## src/rtl/uart_rx_sequencer.sv

```systemverilog
// ============================================================================
// Module  : uart_rx_sequencer
// Purpose : UART receive frame sequencer. Detects start bits, times mid-bit
//           samples from a programmable bit period, assembles data bits and
//           reports frame completion / framing / parity errors.
// Options : RX_PARITY_EN adds an even-parity bit between data and stop.
// Revision: 1.0 - initial release
// ============================================================================
`default_nettype none

module uart_rx_sequencer #(
  parameter int TIMER_BITS = 14
) (
  input  logic                  clk,
  input  logic                  n_rst,
  input  logic                  serial_in,
  input  logic                  rx_enable,
  input  logic [TIMER_BITS-1:0] bit_period,
  input  logic [3:0]            data_size,
  output logic                  shift_strobe,
  output logic [7:0]            rx_data,
  output logic                  packet_done,
  output logic                  framing_error,
  output logic                  parity_error,
  output logic                  busy
);

  typedef enum logic [2:0] {
    IDLE      = 3'd0,
    START_CHK = 3'd1,
    DATA      = 3'd2,
    PARITY    = 3'd3,
    STOP      = 3'd4,
    DONE      = 3'd5
  } state_t;

  localparam logic [TIMER_BITS-1:0] c_timer_one  = TIMER_BITS'(1);
  localparam logic [TIMER_BITS-1:0] c_min_period = TIMER_BITS'(4);

  state_t                  r_state;
  state_t                  w_next_state;
  logic                    r_prev_line;
  logic [TIMER_BITS-1:0]   r_timer;
  logic [TIMER_BITS-1:0]   r_period;
  logic [3:0]              r_size;
  logic [3:0]              r_bitcnt;
  logic [7:0]              r_rx_data;
  logic                    r_stop_bad;

  logic                    w_start;
  logic                    w_abort;
  logic                    w_in_frame;
  logic [TIMER_BITS-1:0]   w_target;
  logic                    w_terminal;
  logic                    w_last_bit;
  logic [TIMER_BITS-1:0]   w_period_clamped;
  logic [3:0]              w_size_clamped;

  assign w_in_frame = (r_state == START_CHK) || (r_state == DATA) ||
                      (r_state == PARITY)    || (r_state == STOP);
  assign w_start    = r_prev_line & ~serial_in & rx_enable &
                      ((r_state == IDLE) || (r_state == DONE));
  // A completed frame in DONE is not aborted, so rx_data survives the drop.
  assign w_abort    = w_in_frame & ~rx_enable;

  assign w_target   = (r_state == START_CHK) ? (r_period >> 1) : r_period;
  assign w_terminal = w_in_frame && (r_timer == (w_target - c_timer_one));
  assign w_last_bit = ((r_bitcnt + 4'd1) == r_size);

  assign w_period_clamped = (bit_period < c_min_period) ? c_min_period : bit_period;
  assign w_size_clamped   = ((data_size < 4'd5) || (data_size > 4'd8)) ? 4'd8 : data_size;

  always_comb begin
    w_next_state = r_state;
    case (r_state)
      IDLE: begin
        if (w_start) w_next_state = START_CHK;
      end
      START_CHK: begin
        if (w_abort)         w_next_state = IDLE;
        else if (w_terminal) w_next_state = serial_in ? IDLE : DATA;
      end
      DATA: begin
        if (w_abort) begin
          w_next_state = IDLE;
        end else if (w_terminal && w_last_bit) begin
`ifdef RX_PARITY_EN
          w_next_state = PARITY;
`else
          w_next_state = STOP;
`endif
        end
      end
      PARITY: begin
        if (w_abort)         w_next_state = IDLE;
        else if (w_terminal) w_next_state = STOP;
      end
      STOP: begin
        if (w_abort)         w_next_state = IDLE;
        else if (w_terminal) w_next_state = DONE;
      end
      DONE: begin
        w_next_state = w_start ? START_CHK : IDLE;
      end
      default: w_next_state = IDLE;
    endcase
  end

  always_ff @(posedge clk or negedge n_rst) begin
    if (!n_rst) begin
      r_state     <= IDLE;
      r_prev_line <= 1'b1;
      r_timer     <= '0;
    end else begin
      r_state     <= w_next_state;
      r_prev_line <= serial_in;
      // Timer restarts on every state entry and at every bit boundary.
      if ((w_next_state != r_state) || w_terminal || (r_state == IDLE))
        r_timer <= '0;
      else
        r_timer <= r_timer + c_timer_one;
    end
  end

  always_ff @(posedge clk or negedge n_rst) begin
    if (!n_rst) begin
      r_period   <= c_min_period;
      r_size     <= 4'd8;
      r_bitcnt   <= 4'd0;
      r_rx_data  <= 8'h00;
      r_stop_bad <= 1'b0;
    end else begin
      if (w_start) begin
        r_period  <= w_period_clamped;
        r_size    <= w_size_clamped;
        r_bitcnt  <= 4'd0;
        r_rx_data <= 8'h00;
      end else if (w_abort) begin
        r_rx_data <= 8'h00;
      end else if ((r_state == DATA) && w_terminal) begin
        r_rx_data[r_bitcnt[2:0]] <= serial_in;
        r_bitcnt                 <= r_bitcnt + 4'd1;
      end
      if ((r_state == STOP) && w_terminal && !w_abort)
        r_stop_bad <= ~serial_in;
    end
  end

`ifdef RX_PARITY_EN
  logic r_par_bad;

  // Unreceived MSBs are zero, so reducing the whole byte is exact.
  always_ff @(posedge clk or negedge n_rst) begin
    if (!n_rst)
      r_par_bad <= 1'b0;
    else if ((r_state == PARITY) && w_terminal && !w_abort)
      r_par_bad <= (^r_rx_data) ^ serial_in;
  end

  assign parity_error = (r_state == DONE) & r_par_bad;
`else
  assign parity_error = 1'b0;
`endif

  assign shift_strobe  = (r_state == DATA) & w_terminal;
  assign rx_data       = r_rx_data;
  assign packet_done   = (r_state == DONE);
  assign framing_error = (r_state == DONE) & r_stop_bad;
  assign busy          = (r_state != IDLE);

endmodule

`default_nettype wire
```

## config.mk

```make
export PLATFORM = sky130hd
export DESIGN_NAME = uart_rx_sequencer
export DESIGN_NICKNAME = d
export VERILOG_FILES = /design/src/rtl/uart_rx_sequencer.sv
export SDC_FILE = /design/constraint.sdc
export NUM_CORES = 1
export LEC_CHECK = 0
export ABC_AREA = 1
export CORE_MARGIN = 2
export CORE_UTILIZATION = 52
export CTS_CLUSTER_SIZE = 20
export DETAILED_ROUTE_END_ITERATION = 10
export PLACE_DENSITY = 0.77
export SYNTH_ARGS = -nofsm -noshare
export SYNTH_HDL_FRONTEND = slang
export SYNTH_SLANG_ARGS = --single-unit
```

## constraint.sdc

```tcl
create_clock -name clk -period 2.7 [get_ports clk]
set_input_delay 0.54 -clock clk [delete_from_list [all_inputs] [get_ports clk]]
set_output_delay 0.54 -clock clk [all_outputs]
set_load 0.05 [all_outputs]
```

==> impl_metrics.ini <==
[worst_setup_path]
cp_top_family = simple AND/OR/NAND/NOR gates
path_buf_inv = 3
arrival_ns = 2.59
path_cells = inv_4 -> nand3_4 -> buf_4 -> o21ai_0 -> nor2_1 -> nand3_1 -> nor2_4 -> a21oi_1 -> nand2_1 -> nor2_4 -> nand3_4 -> nor2_4 -> buf_12
critical_path_class = reg -> out
r2r.worst_path.cells = 22
worstPathMaxFanout = 6
reg2reg_from = r_state[1]
r2r_slack_ns = -0.39
rr_endpoint = r_timer[13]
crit_path_end_kind = output port
cpMostUsedCell = nor2_4
cpPeakStageDelay_ns = 0.45
crit_slowest_cell = dfrtp_2
cp.required_ns = 2.16
startpoint_type = flip-flop

[clock_network]
htree_levels = 2
clockBufferDepth = 2
cts.sink_count = 49
clk_pin_slew_ns = 0.11
cts_buffers = 5
clkLatencyLatePin_ns = 0.32
root_buffer = clkbuf_8
hold_buffers = 0
cts_tree = done

[synthesis]
synth_cells = 514
synth_top_area_share_pct = 32.2
synth_area_leaders = dfrtp_1, nand2_1, nand3_1
synth_fp_nets = 539
synth_edf_count = 0
synth.distinct_cells = 41
synth-seq-area-share_pct = 34.4
yosysTopAreaCell = dfrtp_1
yosysWarnings = 0
postSynthAreaPerCell_sq_um = 6.96
synth_area_sq_mm = 0.00358
async_reset_ff_share_pct = 100
synth_ff_type = dfrtp_1
ys_ff_latch = 49

[die]
initial_core_util_pct = 53.2
ios = 35
coreArea_sq_mm = 0.00672
die_y_um = 86.9
die_x_um = 86.9
die_area_sq_mm = 0.00756
rows = 30

[final_layout]
multi_input_area_sq_mm = 0.00219
seqCellArea_sq_mm = 0.00123
syn_to_final_growth_pct = 32.7
drive_gt1_share_pct = 27.0
num-fill-cells = 542
nets = 628
diodes = 0

[global_routing]
track_usage_pct = 26.5
grt_pass1_wl_um = 16000
grt_pass1_vias = 3626
antenna_found_initial = 0
gr-total-overflow = 0
grt_max_degree = 50

[route]
vias = 3608
totalWireLength_um = 9590
wire_per_inst_um = 14.0
drc = 0
first_pass_iters = 4
postRouteAntennaNets = 0
drt-initial-drc-count = 170
viasPerCell = 5.27

[timing]
setup-tns-final_ns = -7.79
finalClockSkew_ns = 0.0135
worst_pin_slew_ns = 0.622
rsz0062_at_grt = true
period_share_pct = 116
setup_viol = 30
fmaxAchievable_ghz = 0.319
post-route-min-period_ns = 3.13
hold_violations = 0
slew_headroom_pct = 58.5
drv_slew = 0
timing.final.ws_setup_ns = -0.433

[pwr]
power.leakage_nw = 2.24
totalPowerFinal_mw = 2.07
irDropWorstVdd_mv = 0.376
power.density_mw_per_mm2 = 437

[placement]
place_hpwl_um = 6950
port_buffers = 33
preCtsSetupSlack_ns = -0.225
place.gp.congestion = 0.945

[flow_run]
max-cap-violations = 0

[status]
violations = negative setup slack
outcome = finished with violations

[min_path]
worstHoldPathType = in -> async
==> area by class of cell <==
class	count	share of cell area [%]
clock inverters	2	0.369
repair buffers	90	17.6
clock buffers	6	1.74
well taps	80	2.11
flip-flops and latches	49	26.0
inverters	75	6.04
multi-input cells	382	46.2
==> sequential cells by signal, summed over array words and instances (netlist names) <==
name         count
r_period        14
r_timer         14
rx_data          8
r_bitcnt         4
r_size           4
r_state          3
r_prev_line      1
r_stop_bad       1
==> through the flow <==
step / util, % / hold WS [ns] / area [sq um] / instances
after floorplan: - / 0.244 / 3620 / 514
after global placement: 64.3 / 0.476 / 4320 / 659
after detailed placement: 64.3 / 0.480 / 4320 / 659
after CTS: 68.6 / 0.339 / 4610 / 682
after global routing: 70.6 / 0.383 / 4740 / 684
final: 70.6 / 0.306 / 4740 / 684
==> worst max path at each step <==
stage               startpoint  slack (ns)            to  cells past startpoint
floorplan           r_state[2]       -0.14    rx_data[7]                     20
global placement    r_state[2]       -0.14  shift_strobe                     17
detailed placement  r_state[2]       -0.23    rx_data[7]                     21
CTS                 r_state[2]       -0.38  shift_strobe                     17
global route        r_state[2]       -0.63  shift_strobe                     17
finish              r_state[1]       -0.43  shift_strobe                     13
==> synth_stat cells, types with 5 or more instances <==
cell type  count
nand2_1      151
inv_1         68
nand3_1       52
dfrtp_1       46
nor2_1        44
o21ai_0       26
nor2_4        17
nand2_2       16
a21oi_1       10
xor2_1        10
nor3_1         7
inv_2          6
nand4_1        6
clkbuf_1       5
nor2_2         5
xnor2_1        5
==> worst reg2reg max path: stages (launching register included) <==
cell	delay, ns
dfrtp_2	0.45
inv_4	0.10
nand3_4	0.12
buf_4	0.17
o21ai_0	0.40
nor2_1	0.08
nand3_1	0.13
nor2_4	0.06
a21oi_1	0.14
nand2_1	0.12
nor2_4	0.14
nand3_4	0.09
buf_4	0.15
buf_6	0.12
nand2_2	0.06
nand2_2	0.04
nand2_2	0.07
nand2_2	0.06
nand2_1	0.10
nand2_2	0.06
nand2_4	0.11
buf_12	0.16
nor2_4	0.04
==> cells by family (layout without fill, tap and decap cells) <==
family                     Yosys count  count (layout)  synth area share [%]
and+or+nand+nor                    314             315                  43.6
other                                1               1                 0.105
DFF                                 49              49                  34.4
adders and majority gates            3               3                  1.05
xor gates and xnor gates            15              15                  3.67
AOI/OAI and AO/OA                   48              48                  7.49
buffers and inverters               84             173                  9.73
==> report_power, final <==
part	switching (mW)	internal [mW]	leakage [nW]
clock network	0.284	0.214	0.0518
logic	0.454	0.300	1.55
registers	0.0335	0.787	0.641
==> layout by cell type (no fill, tap or decap), types with 3 or more instances in the layout <==
cell type,count
xnor2_1,4
o21ai_2,3
nor3_2,3
dfstp_2,3
nand3_1,47
a21oi_1,8
nor2_2,7
o21ai_0,17
nand2_4,8
o21ai_1,8
dfrtp_2,3
nand2_1,142
nand3_4,3
buf_4,49
inv_2,6
nor3_1,4
buf_6,6
nand3_2,6
clkdlybuf4s50_1,28
dfrtp_1,43
clkbuf_8,6
buf_12,3
o22ai_1,3
inv_1,66
nor2_1,39
nor4_1,3
xor2_1,10
nor2_4,20
nand4_1,6
nand2_2,20
==> per-layer routing <==
| layer | vias to the layer above | GRT usage, % | wire (um) |
|---|---|---|---|
| met5 | - | 0 | 0 |
| met3 | 20 | 4.08 | 338 |
| met4 | 0 | 8.95 | 191 |
| met2 | 90 | 44.9 | 4760 |
| li1 | 1800 | - | - |
| met1 | 1698 | 34.4 | 4300 |
==> what timing repair did <==
| item | 4_1_cts | 5_1_grt |
|---|---|---|
| pin swaps | 8 | 18 |
| setup buffers | 13 | 5 |
| setup endpoints to repair | 23 | 33 |
| resized for setup | 20 | 33 |
| cloned | 2 | 0 |
(Power assumes the default switching activity.)
